[config.mk]
export PLATFORM = sky130hd
export DESIGN_NAME = sobel_edge_3x3_flat
export DESIGN_NICKNAME = d
export VERILOG_FILES = /design/src/rtl/sobel_edge_3x3_if.sv /design/src/rtl/sobel_edge_3x3.sv /design/src/flat_wrapper.sv
export SDC_FILE = /design/constraint.sdc
export NUM_CORES = 1
export LEC_CHECK = 0
export CAP_MARGIN = 20
export CORE_ASPECT_RATIO = 0.9
export CORE_UTILIZATION = 50
export CTS_CLUSTER_SIZE = 25
export DETAILED_ROUTE_END_ITERATION = 8
export PLACE_DENSITY = 0.75
export SYNTH_ARGS = -nofsm -noshare
export SYNTH_HDL_FRONTEND = slang
export SYNTH_SLANG_ARGS = --single-unit
[constraint.sdc]
create_clock -name clk -period 8.2 [get_ports clk]
set_clock_uncertainty 0.15 [all_clocks]
set_input_delay 0.82 -clock clk [delete_from_list [all_inputs] [get_ports clk]]
set_output_delay 0.82 -clock clk [all_outputs]
set_load 0.02 [all_outputs]
[src/rtl/sobel_edge_3x3_if.sv]
// Window-in / result-out bus between the 3x3 window generator, the Sobel stage and its consumer.
// The master drives the window and reads the result; the slave is the Sobel stage.
interface sobel_edge_3x3_if;
    logic       matrix_vs;
    logic       matrix_de;
    logic [7:0] matrix_p11, matrix_p12, matrix_p13;
    logic [7:0] matrix_p21, matrix_p22, matrix_p23;
    logic [7:0] matrix_p31, matrix_p32, matrix_p33;
    logic       post_vs;
    logic       post_de;
    logic [7:0] post_data;

    modport master (
        output matrix_vs, matrix_de,
        output matrix_p11, matrix_p12, matrix_p13,
        output matrix_p21, matrix_p22, matrix_p23,
        output matrix_p31, matrix_p32, matrix_p33,
        input  post_vs, post_de, post_data
    );

    modport slave (
        input  matrix_vs, matrix_de,
        input  matrix_p11, matrix_p12, matrix_p13,
        input  matrix_p21, matrix_p22, matrix_p23,
        input  matrix_p31, matrix_p32, matrix_p33,
        output post_vs, post_de, post_data
    );
endinterface

[src/rtl/sobel_edge_3x3.sv]
// Sobel |Gx|+|Gy| edge magnitude or thresholded edge map, one result per window; 3-clock latency.
// Free-running pipeline: no stalls and no backpressure, threshold/mode latched on each vs rising edge.
module sobel_edge_3x3 #(
    parameter logic [7:0] THRESH_DEFAULT = 8'd64,
    parameter logic       MODE_DEFAULT   = 1'b0
) (
    input  logic             clk,
    input  logic             rst_n,
    sobel_edge_3x3_if.slave  win,
    input  logic [7:0]       threshold,
    input  logic             bin_en
);

    function automatic logic [9:0] tap_sum(input logic [7:0] a, input logic [7:0] b,
                                           input logic [7:0] c);
        return {2'b00, a} + {1'b0, b, 1'b0} + {2'b00, c};
    endfunction

    function automatic logic [9:0] abs_diff(input logic [9:0] a, input logic [9:0] b);
        return (a >= b) ? (a - b) : (b - a);
    endfunction

    logic       vs_prev;
    logic [7:0] thr_q;
    logic       mode_q;
    logic       frame_start;

    logic [9:0] gx_p, gx_n, gy_p, gy_n;
    logic [9:0] gx_abs, gy_abs;
    logic [2:0] vs_pipe;
    logic [2:0] de_pipe;
    logic [7:0] post_data_q;

    logic [10:0] mag;
    logic [7:0]  sat;
    logic [7:0]  result;

    assign frame_start = win.matrix_vs & ~vs_prev;

    // Settings move only at frame start so a frame never mixes thresholds or modes.
    always_ff @(posedge clk or negedge rst_n) begin
        if (!rst_n) begin
            vs_prev <= 1'b0;
            thr_q   <= THRESH_DEFAULT;
            mode_q  <= MODE_DEFAULT;
        end else begin
            vs_prev <= win.matrix_vs;
            if (frame_start) begin
                thr_q  <= threshold;
                mode_q <= bin_en;
            end
        end
    end

    always_ff @(posedge clk or negedge rst_n) begin
        if (!rst_n) begin
            gx_p    <= '0;
            gx_n    <= '0;
            gy_p    <= '0;
            gy_n    <= '0;
            gx_abs  <= '0;
            gy_abs  <= '0;
            vs_pipe <= '0;
            de_pipe <= '0;
        end else begin
            gx_p    <= tap_sum(win.matrix_p13, win.matrix_p23, win.matrix_p33);
            gx_n    <= tap_sum(win.matrix_p11, win.matrix_p21, win.matrix_p31);
            gy_p    <= tap_sum(win.matrix_p11, win.matrix_p12, win.matrix_p13);
            gy_n    <= tap_sum(win.matrix_p31, win.matrix_p32, win.matrix_p33);
            gx_abs  <= abs_diff(gx_p, gx_n);
            gy_abs  <= abs_diff(gy_p, gy_n);
            vs_pipe <= {vs_pipe[1:0], win.matrix_vs};
            de_pipe <= {de_pipe[1:0], win.matrix_de};
        end
    end

    // Binary mode compares the unsaturated magnitude so thresholds act on the true gradient.
    always_comb begin
        mag    = {1'b0, gx_abs} + {1'b0, gy_abs};
        sat    = (mag > 11'd255) ? 8'hFF : mag[7:0];
        result = 8'h00;
        if (de_pipe[1]) begin
            if (mode_q) begin
                result = (mag >= {3'b000, thr_q}) ? 8'hFF : 8'h00;
            end else begin
                result = sat;
            end
        end
    end

    always_ff @(posedge clk or negedge rst_n) begin
        if (!rst_n) begin
            post_data_q <= '0;
        end else begin
            post_data_q <= result;
        end
    end

    assign win.post_vs   = vs_pipe[2];
    assign win.post_de   = de_pipe[2];
    assign win.post_data = post_data_q;

endmodule

[src/flat_wrapper.sv]
// flat-port wrapper written by rule: the top's interface ports become plain ports
module sobel_edge_3x3_flat 
#(
    parameter logic [7:0] THRESH_DEFAULT = 8'd64,
    parameter logic       MODE_DEFAULT   = 1'b0
)
  (clk, rst_n, threshold, bin_en, win_matrix_vs, win_matrix_de, win_matrix_p11, win_matrix_p12, win_matrix_p13, win_matrix_p21, win_matrix_p22, win_matrix_p23, win_matrix_p31, win_matrix_p32, win_matrix_p33, win_post_vs, win_post_de, win_post_data);
  sobel_edge_3x3_if win_i ();
  input  logic clk;
  input  logic rst_n;
  input  logic [7:0] threshold;
  input  logic bin_en;
  input wire logic [$bits(win_i.matrix_vs)-1:0] win_matrix_vs;
  input wire logic [$bits(win_i.matrix_de)-1:0] win_matrix_de;
  input wire logic [$bits(win_i.matrix_p11)-1:0] win_matrix_p11;
  input wire logic [$bits(win_i.matrix_p12)-1:0] win_matrix_p12;
  input wire logic [$bits(win_i.matrix_p13)-1:0] win_matrix_p13;
  input wire logic [$bits(win_i.matrix_p21)-1:0] win_matrix_p21;
  input wire logic [$bits(win_i.matrix_p22)-1:0] win_matrix_p22;
  input wire logic [$bits(win_i.matrix_p23)-1:0] win_matrix_p23;
  input wire logic [$bits(win_i.matrix_p31)-1:0] win_matrix_p31;
  input wire logic [$bits(win_i.matrix_p32)-1:0] win_matrix_p32;
  input wire logic [$bits(win_i.matrix_p33)-1:0] win_matrix_p33;
  output wire logic [$bits(win_i.post_vs)-1:0] win_post_vs;
  output wire logic [$bits(win_i.post_de)-1:0] win_post_de;
  output wire logic [$bits(win_i.post_data)-1:0] win_post_data;
  assign win_i.matrix_vs = win_matrix_vs;
  assign win_i.matrix_de = win_matrix_de;
  assign win_i.matrix_p11 = win_matrix_p11;
  assign win_i.matrix_p12 = win_matrix_p12;
  assign win_i.matrix_p13 = win_matrix_p13;
  assign win_i.matrix_p21 = win_matrix_p21;
  assign win_i.matrix_p22 = win_matrix_p22;
  assign win_i.matrix_p23 = win_matrix_p23;
  assign win_i.matrix_p31 = win_matrix_p31;
  assign win_i.matrix_p32 = win_matrix_p32;
  assign win_i.matrix_p33 = win_matrix_p33;
  assign win_post_vs = win_i.post_vs;
  assign win_post_de = win_i.post_de;
  assign win_post_data = win_i.post_data;
  sobel_edge_3x3 #(.THRESH_DEFAULT(THRESH_DEFAULT), .MODE_DEFAULT(MODE_DEFAULT)) u_core (.clk(clk), .rst_n(rst_n), .win(win_i), .threshold(threshold), .bin_en(bin_en));
endmodule
==> impl_metrics.yaml, run 1 <==
run_status:
  status: "finished, final reports clean"
sta:
  finalSetupViolCount: 0
  fin_crit_sh: 0.4015
  rsz0062_at_grt: "no"
  slew_headroom: 0.4345
  fin_tns_setup_ns: 0
  finalMaxSlewViolations: 0
  timing.hold.ws_ns: 0.1417
  clock.fmax_mhz: 303.7
  period_needed_ns: 3.292
  worstMarginPinSlew_ns: 0.8465
  finalHoldViolations: 0
pwr:
  switching_share: 0.4350
  comb_power_share: 0.630
  ir_worst_vdd_mv: 0.1351
  switching_power_uw: 1192
  power.density_nw_per_um2: 360.3
  p_leak_uw: 0.003619
  p_int_uw: 1548
  seqPwrFrac: 0.233
  clkPwrFrac: 0.137
placement:
  dpl.hpwl_mm: 11.12
  place.gp.congestion: 0.9641
  io_buffers: 86
clock_tree:
  numCtsBuffers: 9
  cts_hold_buf: 0
  htree_levels: 3
  root_buffer: "clkbuf_16"
  cts.repair.resized: 0
  path_clk_slew_ns: 0.06
  cts_sinks: 83
  clock_latency_ns: 0.34
  cts_buffer_depth: 2
  post_cts_buffers: 0
  cts_tree: "built"
critical_path:
  timing.reg2reg.setup_slack_ns: 4.93
  worstRegToRegCells: 11
  critPathCaptureType: "register"
  timing.rr.start: "u_core.gy_abs[1]"
  start_kind: "input port"
  crit_type: "input port to register"
  r2r-end: "u_core.win.post_data[4]"
  worst-endpoint-arrival_ns: 3.40
  required_ns: 8.31
  crit_fanout: 2
floorplan:
  core_um2: 12170
  rows: 38
  fp.dieArea_um2: 13060
  die_y_um: 108.5
  die_w_um: 120.4
  io_pins: 95
  initial_core_util: 0.5180
final_layout:
  antenna_cells: 0
  mostFrequentLayoutCell: "ha_1"
  drive_gt1_frac: 0.04631
  nets: 900
  postLayoutCoreUtil: 0.6247
  final_cell_mix: "ha_1 (92), clkdlybuf4s50_1 (85), dfrtp_1 (82)"
  syn2layout_area_growth_pct: 20.60
synthesis:
  yosysWarnings: 0
  synth_area_um2: 6305
  synth_nets: 813
  synth_cells: 599
  synth_flop_cell: "dfrtp_1"
  synth_seq_cells: 83
  synth_edf_count: 0
  netlist-cell-type-count: 47
  syn_area_per_cell_um2: 10.53
  async_flop_share: 1.000
  ys_seq_area_frac: 0.3296
routing:
  viasPerCell: 5.389
  drt-total-wl_mm: 13.57
  wl_per_cell_um: 15.95
  drc: 0
  drtPass1Iterations: 7
  ant_nets: 0
  drtIter0Drc: 303
  via_count: 4586
hold_path:
  hp-class: "input port to asynchronous set/reset pin"
grt:
  grt_first_pass_wirelength_mm: 22.34
  antenna_found_initial: 0
  gr-total-overflow: 0
  grt_max_degree: 84
  grt_pass1_vias: 4664
  grt_usage: 0.2246
job:
  max_cap_viol_count: 0
-- synth_stat cells (2+ instances only) --
cell,instances,area share
a211o_1,2,0.0028
a211oi_1,5,0.0060
a21boi_2,8,0.014
a21o_1,17,0.020
a21oi_1,40,0.032
a311oi_1,4,0.0056
a31oi_1,2,0.0020
and3_1,3,0.0030
buf_2,5,0.0040
buf_4,2,0.0024
clkbuf_1,2,0.0012
dfrtp_1,82,0.33
fa_1,37,0.12
ha_1,92,0.18
inv_1,70,0.042
mux2_2,2,0.0036
mux2i_1,18,0.029
nand2_1,23,0.014
nand2b_1,10,0.0099
nand3b_1,3,0.0036
nor2_1,28,0.017
nor2b_1,12,0.012
nor3_1,11,0.0087
o211ai_1,4,0.0048
o21a_1,5,0.0060
o21ai_0,41,0.033
o21ai_1,3,0.0024
o41ai_1,6,0.0083
xnor2_1,31,0.043
xor2_1,14,0.019
-- area by class of cell --
class / count / area [um2]
fill: 978 / 4568
multi-input combinational: 435 / 3901
sequential: 83 / 2078
timing repair buffer: 87 / 885.9
inverter: 70 / 262.8
clock buffer: 13 / 260.3
tap: 160 / 200.2
clock inverter: 3 / 15.01
-- power groups by stage --
stage               Combinational, uW  Sequential (uW)  Clock (uW)
floorplan                        1320              630           0
global placement                 1610              642           0
detailed placement               1690              648           0
CTS                              1710              641         380
global route                     1920              653         402
finish                           1720              639         376
-- metrics by stage --
step                power, uW  std cells  setup slack (ns)  area [um2]
floorplan                1947        599             5.339        6305
finish                   2740        851             4.908        7604
global placement         2255        834             4.599        7301
CTS                      2729        850             4.919        7576
global route             2973        851             4.690        7604
detailed placement       2341        834             4.565        7301
-- cells by family after synthesis --
kind of cell    count (synthesis)  share of synthesized area
flops                          83                     0.3296
mux                            20                    0.03215
buf+inv                        81                    0.05160
simple gates                   99                    0.07918
compound gates                142                     0.1449
xor+xnor                       45                    0.06251
fa+ha+maj                     129                     0.3001
-- state kept, by name, summed over array words and instances (netlist names) --
signal                cells
u_core.gy_abs            10
u_core.gx_abs            10
u_core.gx_p              10
u_core.vs_pipe            3
u_core.thr_q              8
u_core.gy_p              10
u_core.gx_n              10
u_core.gy_n              10
u_core.win.post_data      8
u_core.mode_q             1
u_core.de_pipe            3
-- how the worst max path moves through the flow --
stage | startpoint | to | slack [ns] | cells past startpoint
6_report | win_matrix_p33[2] | u_core.gx_p[8] | 4.91 | 9
5_1_grt | win_matrix_p33[1] | u_core.gx_p[9] | 4.69 | 11
4_1_cts | win_matrix_p33[2] | u_core.gx_p[8] | 4.92 | 9
3_5_place_dp | win_matrix_p33[2] | u_core.gx_p[8] | 4.56 | 9
3_3_place_gp | win_matrix_p33[2] | u_core.gx_p[8] | 4.60 | 9
2_1_floorplan | win_matrix_p31[2] | u_core.gx_n[8] | 5.34 | 8
-- per-layer routing --
metal,share of wire,GRT usage
met1,0.42,0.2662
met2,0.48,0.3970
met3,0.062,0.04852
met4,0.034,0.09171
met5,0,0
-- worst max-delay path, cell delays in order --
cell	delay, ns
clkdlybuf4s50_1	0.51
fa_1	0.54
ha_1	0.31
a21o_1	0.18
a21oi_1	0.22
nor2b_1	0.07
o21a_1	0.18
o41ai_1	0.37
xnor2_1	0.19
Power figures use the tool's default switching activity.
==> run 2, diff against run 1 <==
--- a/config.mk
+++ b/config.mk
@@ -10,7 +10,7 @@
 export CORE_UTILIZATION = 50
 export CTS_CLUSTER_SIZE = 25
 export DETAILED_ROUTE_END_ITERATION = 8
-export PLACE_DENSITY = 0.75
+export PLACE_DENSITY = 0.78
 export SYNTH_ARGS = -nofsm -noshare
 export SYNTH_HDL_FRONTEND = slang
 export SYNTH_SLANG_ARGS = --single-unit
==> constraint.sdc (replaced) <==
create_clock -name clk -period 2.96 [get_ports clk]
set_clock_uncertainty 0.15 [all_clocks]
set_input_delay 0.296 -clock clk [delete_from_list [all_inputs] [get_ports clk]]
set_output_delay 0.296 -clock clk [all_outputs]
set_load 0.02 [all_outputs]
==> run 2 against run 1 <==
  * The run now ends with negative setup slack left
  * Register-to-register slack worse by 4.9 ns
  * Final cell count up 2.4%
  * Total power rose to 3.0 times the previous value
  * Critical path depth up 5
  * Via count down 0.13%
  * Combinational power rose to 3.0 times the previous value
==> impl_metrics.yaml, run 2 (synthesis results as in run 1) <==
critical_path:
  crit_chain: "ha_4 -> buf_6 -> nand2_4 -> o211ai_1 -> a21oi_1 -> xnor2_1 -> ha_1 -> a21o_1 -> a21o_1 -> a21oi_2 -> o21ai_1 -> buf_4 -> o211ai_1 -> a21boi_2"
  start_kind: "register"
  required_ns: 3.01
  crit_fanout: 8
  cp.depth: 14
  worst_path_largest_cell_delay_ns: 0.41
  worst-path-buf-inv: 2
  worst-endpoint-arrival_ns: 3.03
  cp_top_family: "compound AO/OA/AOI/OAI gates"
  crit_type: "register to register"
  critPathCaptureType: "register"
  worstRegToRegCells: 14
  cp_slowest_cell: "dfrtp_1"
final_layout:
  seqCellArea_um2: 2078
  nets: 920
  nFillCells: 956
  multi_input_area_um2: 3976
  syn2layout_area_growth_pct: 25.12
  antenna_cells: 0
  drive_gt1_frac: 0.09283
  final_cell_mix: "ha_1 (89), clkdlybuf4s50_1 (85), dfrtp_1 (82)"
  mostFrequentLayoutCell: "ha_1"
  postLayoutCoreUtil: 0.6481
pwr:
  p_leak_uw: 0.003757
  power.density_nw_per_um2: 1044
  ir_worst_vdd_mv: 0.4371
hold_path:
  hp-class: "input port to asynchronous set/reset pin"
routing:
  drc: 0
  via_count: 4580
  viasPerCell: 5.258
  drtPass1Iterations: 5
  wl_per_cell_um: 15.76
  drtIter0Drc: 233
  ant_nets: 0
  drt-total-wl_mm: 13.73
floorplan:
  rows: 38
  io_pins: 95
  initial_core_util: 0.5180
  fp.dieArea_um2: 13060
  die_y_um: 108.5
  die_w_um: 120.4
  core_um2: 12170
clock_tree:
  numCtsBuffers: 9
  cts_buffer_depth: 2
  root_buffer: "clkbuf_16"
  htree_levels: 3
  cts_tree: "built"
  clock_latency_ns: 0.33
  path_clk_slew_ns: 0.06
  cts_sinks: 83
run_status:
  status: "finished with violations"
  failed_checks: "negative setup slack"
grt:
  antenna_found_initial: 0
  grt_max_degree: 84
  grt_pass1_vias: 4726
  grt_usage: 0.2254
  gr-total-overflow: 0
  grt_first_pass_wirelength_mm: 22.51
sta:
  rsz0062_at_grt: "yes"
  worstMarginPinSlew_ns: 0.5286
  clock.fmax_mhz: 335.9
  slew_headroom: 0.6439
  timing.hold.ws_ns: 0.1778
  finalMaxSlewViolations: 0
  fin_ws_ns: -0.01670
  finalSetupViolCount: 5
  period_needed_ns: 2.977
  finalHoldViolations: 0
  fin_crit_sh: 1.006
placement:
  dpl.hpwl_mm: 11.23
  place.gp.congestion: 0.9090
  io_buffers: 86
job:
  max_cap_viol_count: 0
## run 2: changes by cell type in the layout (fill, tap and decap cells not counted), sizes merged
cell         previous run  this run
buf                     2        21
bufinv                  0         2
clkbuf                 13        12
clkinv                  3         1
clkinvlp                0         1
dlygate4sd3             0         1
## run 2: repair_timing
action	in CTS	in global routing
buffers inserted	1	2
endpoints found under the setup margin	8	8
pin swaps	0	8
hold buffers	0	1
hold endpoints to repair	0	82
gates resized for setup	7	17
## run 2: power breakdown
part           switching [uW]  internal [uW]
clock                     426            783
combinational            2800           2430
sequential                240           1550
total                    3470           4770
## run 2: metrics by stage
stage                     total power, uW  setup slack, ns  std cells  instance area, um2  TNS [ns]
after floorplan                      5393           0.2081        599                6305         0
after global placement               6410         -0.04714        850                7421   -0.1236
after detailed placement             6627          -0.1550        850                7421    -1.401
after CTS                            7976        0.0006588        867                7782         0
after global routing                 8944          -0.1434        871                7889    -1.020
final                                8235         -0.01670        871                7889  -0.06798
## run 2: final timing paths
path                                    from                      end  slack (ns)
setup / recovery            u_core.gy_abs[2]  u_core.win.post_data[6]       -0.02
hold / removal                         rst_n        u_core.vs_pipe[1]        0.18
setup reg to reg            u_core.gy_abs[2]  u_core.win.post_data[6]       -0.02
hold reg to reg            u_core.vs_pipe[1]        u_core.vs_pipe[2]        0.20
max in group asynchronous              rst_n          u_core.thr_q[6]        1.89
min in group clk           u_core.vs_pipe[1]        u_core.vs_pipe[2]        0.20
## run 2: area by class of cell
class,count,area share
Inverter,70,0.03331
Clock buffer,12,0.03251
Timing Repair Buffer,107,0.1321
Sequential cell,83,0.2634
Tap cell,160,0.02538
Multi-Input combinational cell,435,0.5040
Clock inverter,4,0.009199
## run 2: per-layer routing
| metal | up-vias | GRT usage | part of all wire |
|---|---|---|---|
| li1 | 2253 | - | - |
| met1 | 2160 | 0.2634 | 0.42 |
| met2 | 147 | 0.4101 | 0.50 |
| met3 | 20 | 0.05432 | 0.054 |
| met4 | 0 | 0.06702 | 0.025 |
| met5 | - | 0 | 0 |
==> run 3, diff against run 2 <==
--- a/config.mk
+++ b/config.mk
@@ -5,12 +5,12 @@
 export SDC_FILE = /design/constraint.sdc
 export NUM_CORES = 1
 export LEC_CHECK = 0
-export CAP_MARGIN = 20
+export CAP_MARGIN = 5
 export CORE_ASPECT_RATIO = 0.9
-export CORE_UTILIZATION = 50
+export CORE_UTILIZATION = 41
 export CTS_CLUSTER_SIZE = 25
 export DETAILED_ROUTE_END_ITERATION = 8
-export PLACE_DENSITY = 0.78
+export PLACE_DENSITY = 0.66
 export SYNTH_ARGS = -nofsm -noshare
 export SYNTH_HDL_FRONTEND = slang
 export SYNTH_SLANG_ARGS = --single-unit
==> run 3 against run 2 <==
  * The flow finishes with violations (negative hold slack, negative setup slack)
  * Sequential power about the same
  * Routed wire length increased by 2.3%
  * Die area increased by 22%
  * Clock power decreased by 15%
  * Total power decreased by 0.91%
  * Final cell count increased by 4.0%
  * First-iteration DRC count decreased by 18%
  * Sequential cell count unchanged
  * Non-clock buffer count decreased by 3
  * Worst setup slack got worse by 0.0061 ns
==> impl_metrics.yaml, run 3 (synthesis results as in run 1) <==
run_status:
  status: "finished with violations"
  failed_checks: "negative hold slack, negative setup slack"
critical_path:
  worst_path_largest_cell_delay_ns: 0.41
  worst-endpoint-arrival_ns: 3.04
  critPathCaptureType: "register"
  start_kind: "register"
  crit_type: "register to register"
  cpMostUsedCell: "a21o_1"
  crit_chain: "ha_4 -> buf_4 -> nand2_1 -> o211ai_1 -> a21oi_1 -> xnor2_1 -> ha_1 -> a21o_1 -> a21o_1 -> a21oi_2 -> o21ai_4 -> o21ai_1 -> a21boi_2"
  required_ns: 3.02
  crit_fanout: 8
  worstRegToRegCells: 13
  cp_slowest_cell: "dfrtp_1"
pwr:
  p_int_uw: 4626
  clkPwrFrac: 0.126
  switching_power_uw: 3534
  ir_worst_vdd_mv: 0.5352
  switching_share: 0.4330
  p_leak_uw: 0.003722
  seqPwrFrac: 0.220
  comb_power_share: 0.654
  power.density_nw_per_um2: 1035
final_layout:
  nets: 917
  antenna_cells: 0
  final_cell_mix: "ha_1 (88), clkdlybuf4s50_1 (85), dfrtp_1 (82)"
  postLayoutCoreUtil: 0.5304
  drive_gt1_frac: 0.09746
  stdcell_count: 906
  syn2layout_area_growth_pct: 25.10
  mostFrequentLayoutCell: "ha_1"
clock_tree:
  cts_hold_buf: 0
  cts_sinks: 83
  path_clk_slew_ns: 0.06
  cts_buffer_depth: 2
  htree_levels: 3
  root_buffer: "clkbuf_16"
  cts_tree: "built"
  clock_latency_ns: 0.34
  numCtsBuffers: 9
placement:
  io_buffers: 86
  dpl.hpwl_mm: 11.59
  place.gp.congestion: 0.8814
  dp_cells: 889
routing:
  ant_nets: 0
  drc: 0
  wl_met1_mm: 6.224
  wl_per_cell_um: 15.50
  wl_met3_um: 808
  drtIter0Drc: 191
  drt-total-wl_mm: 14.04
  viasPerCell: 4.965
  drtPass1Iterations: 4
  routed-wl-met2_mm: 6.745
  routed.top_layer: "met4"
  via_count: 4498
sta:
  clock.fmax_mhz: 335.3
  fin_ws_ns: -0.02280
  finalMaxSlewViolations: 0
  fin_crit_sh: 1.008
  worstMarginPinSlew_ns: 1.019
  finalHoldViolations: 17
  period_needed_ns: 2.983
  rsz0062_at_grt: "yes"
  slew_headroom: 0.3209
  finalSetupViolCount: 3
  timing.hold.ws_ns: -0.02857
floorplan:
  initial_core_util: 0.4239
  fp.dieArea_um2: 15880
  core_um2: 14870
  rows: 42
  die_y_um: 119.6
  die_w_um: 132.7
  io_pins: 95
grt:
  grt_pass1_vias: 4645
  grt_usage: 0.1877
  grt_first_pass_wirelength_mm: 22.90
  gr-total-overflow: 0
  antenna_found_initial: 0
  grt_max_degree: 84
hold_path:
  hp-class: "input port to asynchronous set/reset pin"
job:
  max_cap_viol_count: 0
-- run 3: cell count changes in the layout (fill, tap and decap cells not counted), moves of 2 or more --
cell / change
bufinv_16: -2
o21ai_1: -2
o21ai_2: +2
clkbuf_1: +2
-- run 3: final timing paths --
check	from	to	slack, ns
worst max-delay path	u_core.gy_abs[2]	u_core.win.post_data[4]	-0.02
worst min-delay path	rst_n	u_core.vs_pipe[0]	-0.03
worst max register to register	u_core.gy_abs[2]	u_core.win.post_data[4]	-0.02
worst min register to register	u_core.de_pipe[0]	u_core.de_pipe[1]	0.21
max in group asynchronous	rst_n	u_core.gx_p[9]	2.02
min in group clk	u_core.de_pipe[0]	u_core.de_pipe[1]	0.21
-- run 3: cell type report --
class	count	area, um2
Tap cell	198	247.7
Fill cell	1318	6984
Inverter	70	262.8
Clock inverter	2	10.01
Multi-Input combinational cell	435	4031
Sequential cell	83	2078
Timing Repair Buffer	104	993.5
Clock buffer	14	264.0
-- run 3: power by group through the flow --
stage | clock network (uW) | registers (uW) | logic, uW
2_1_floorplan | 0 | 1740 | 3650
3_3_place_gp | 0 | 1790 | 4700
3_5_place_dp | 0 | 1810 | 4840
4_1_cts | 1060 | 1790 | 4960
5_1_grt | 1110 | 1830 | 5980
6_report | 1030 | 1790 | 5340
-- run 3: stage by stage --
stage	TNS (ns)	worst slack [ns]	area, um2	total power, uW
3_5_place_dp	-1.429	-0.1441	7476	6650
6_report	-0.05259	-0.02280	7888	8160
4_1_cts	0	0.002919	7784	7814
5_1_grt	-1.153	-0.1642	7888	8922
2_1_floorplan	0	0.2081	6305	5393
3_3_place_gp	-0.3793	-0.04887	7476	6491
-- run 3: worst max-delay path: cells and delay by family, from the launching register on --
kind / cells / cell delay [ns]
adder cells (fa/ha/maj): 2 / 0.58
AO/OA/AOI/OAI: 8 / 1.20
flip-flops: 1 / 0.41
XOR/XNOR: 1 / 0.28
AND/OR/NAND/NOR: 1 / 0.10
buffers and inverters: 1 / 0.11
-- run 3: what timing repair did --
item	CTS	global route
endpoints found under the hold margin	0	0
buffers inserted	0	3
endpoints found under the setup margin	8	8
pin swaps	6	12
resized for setup	10	22
-- run 3: routing by layer --
layer	track usage	vias up
met1	0.2268	2091
met4	0.04454	0
met3	0.05450	16
met5	0	-
li1	-	2254
met2	0.3289	137
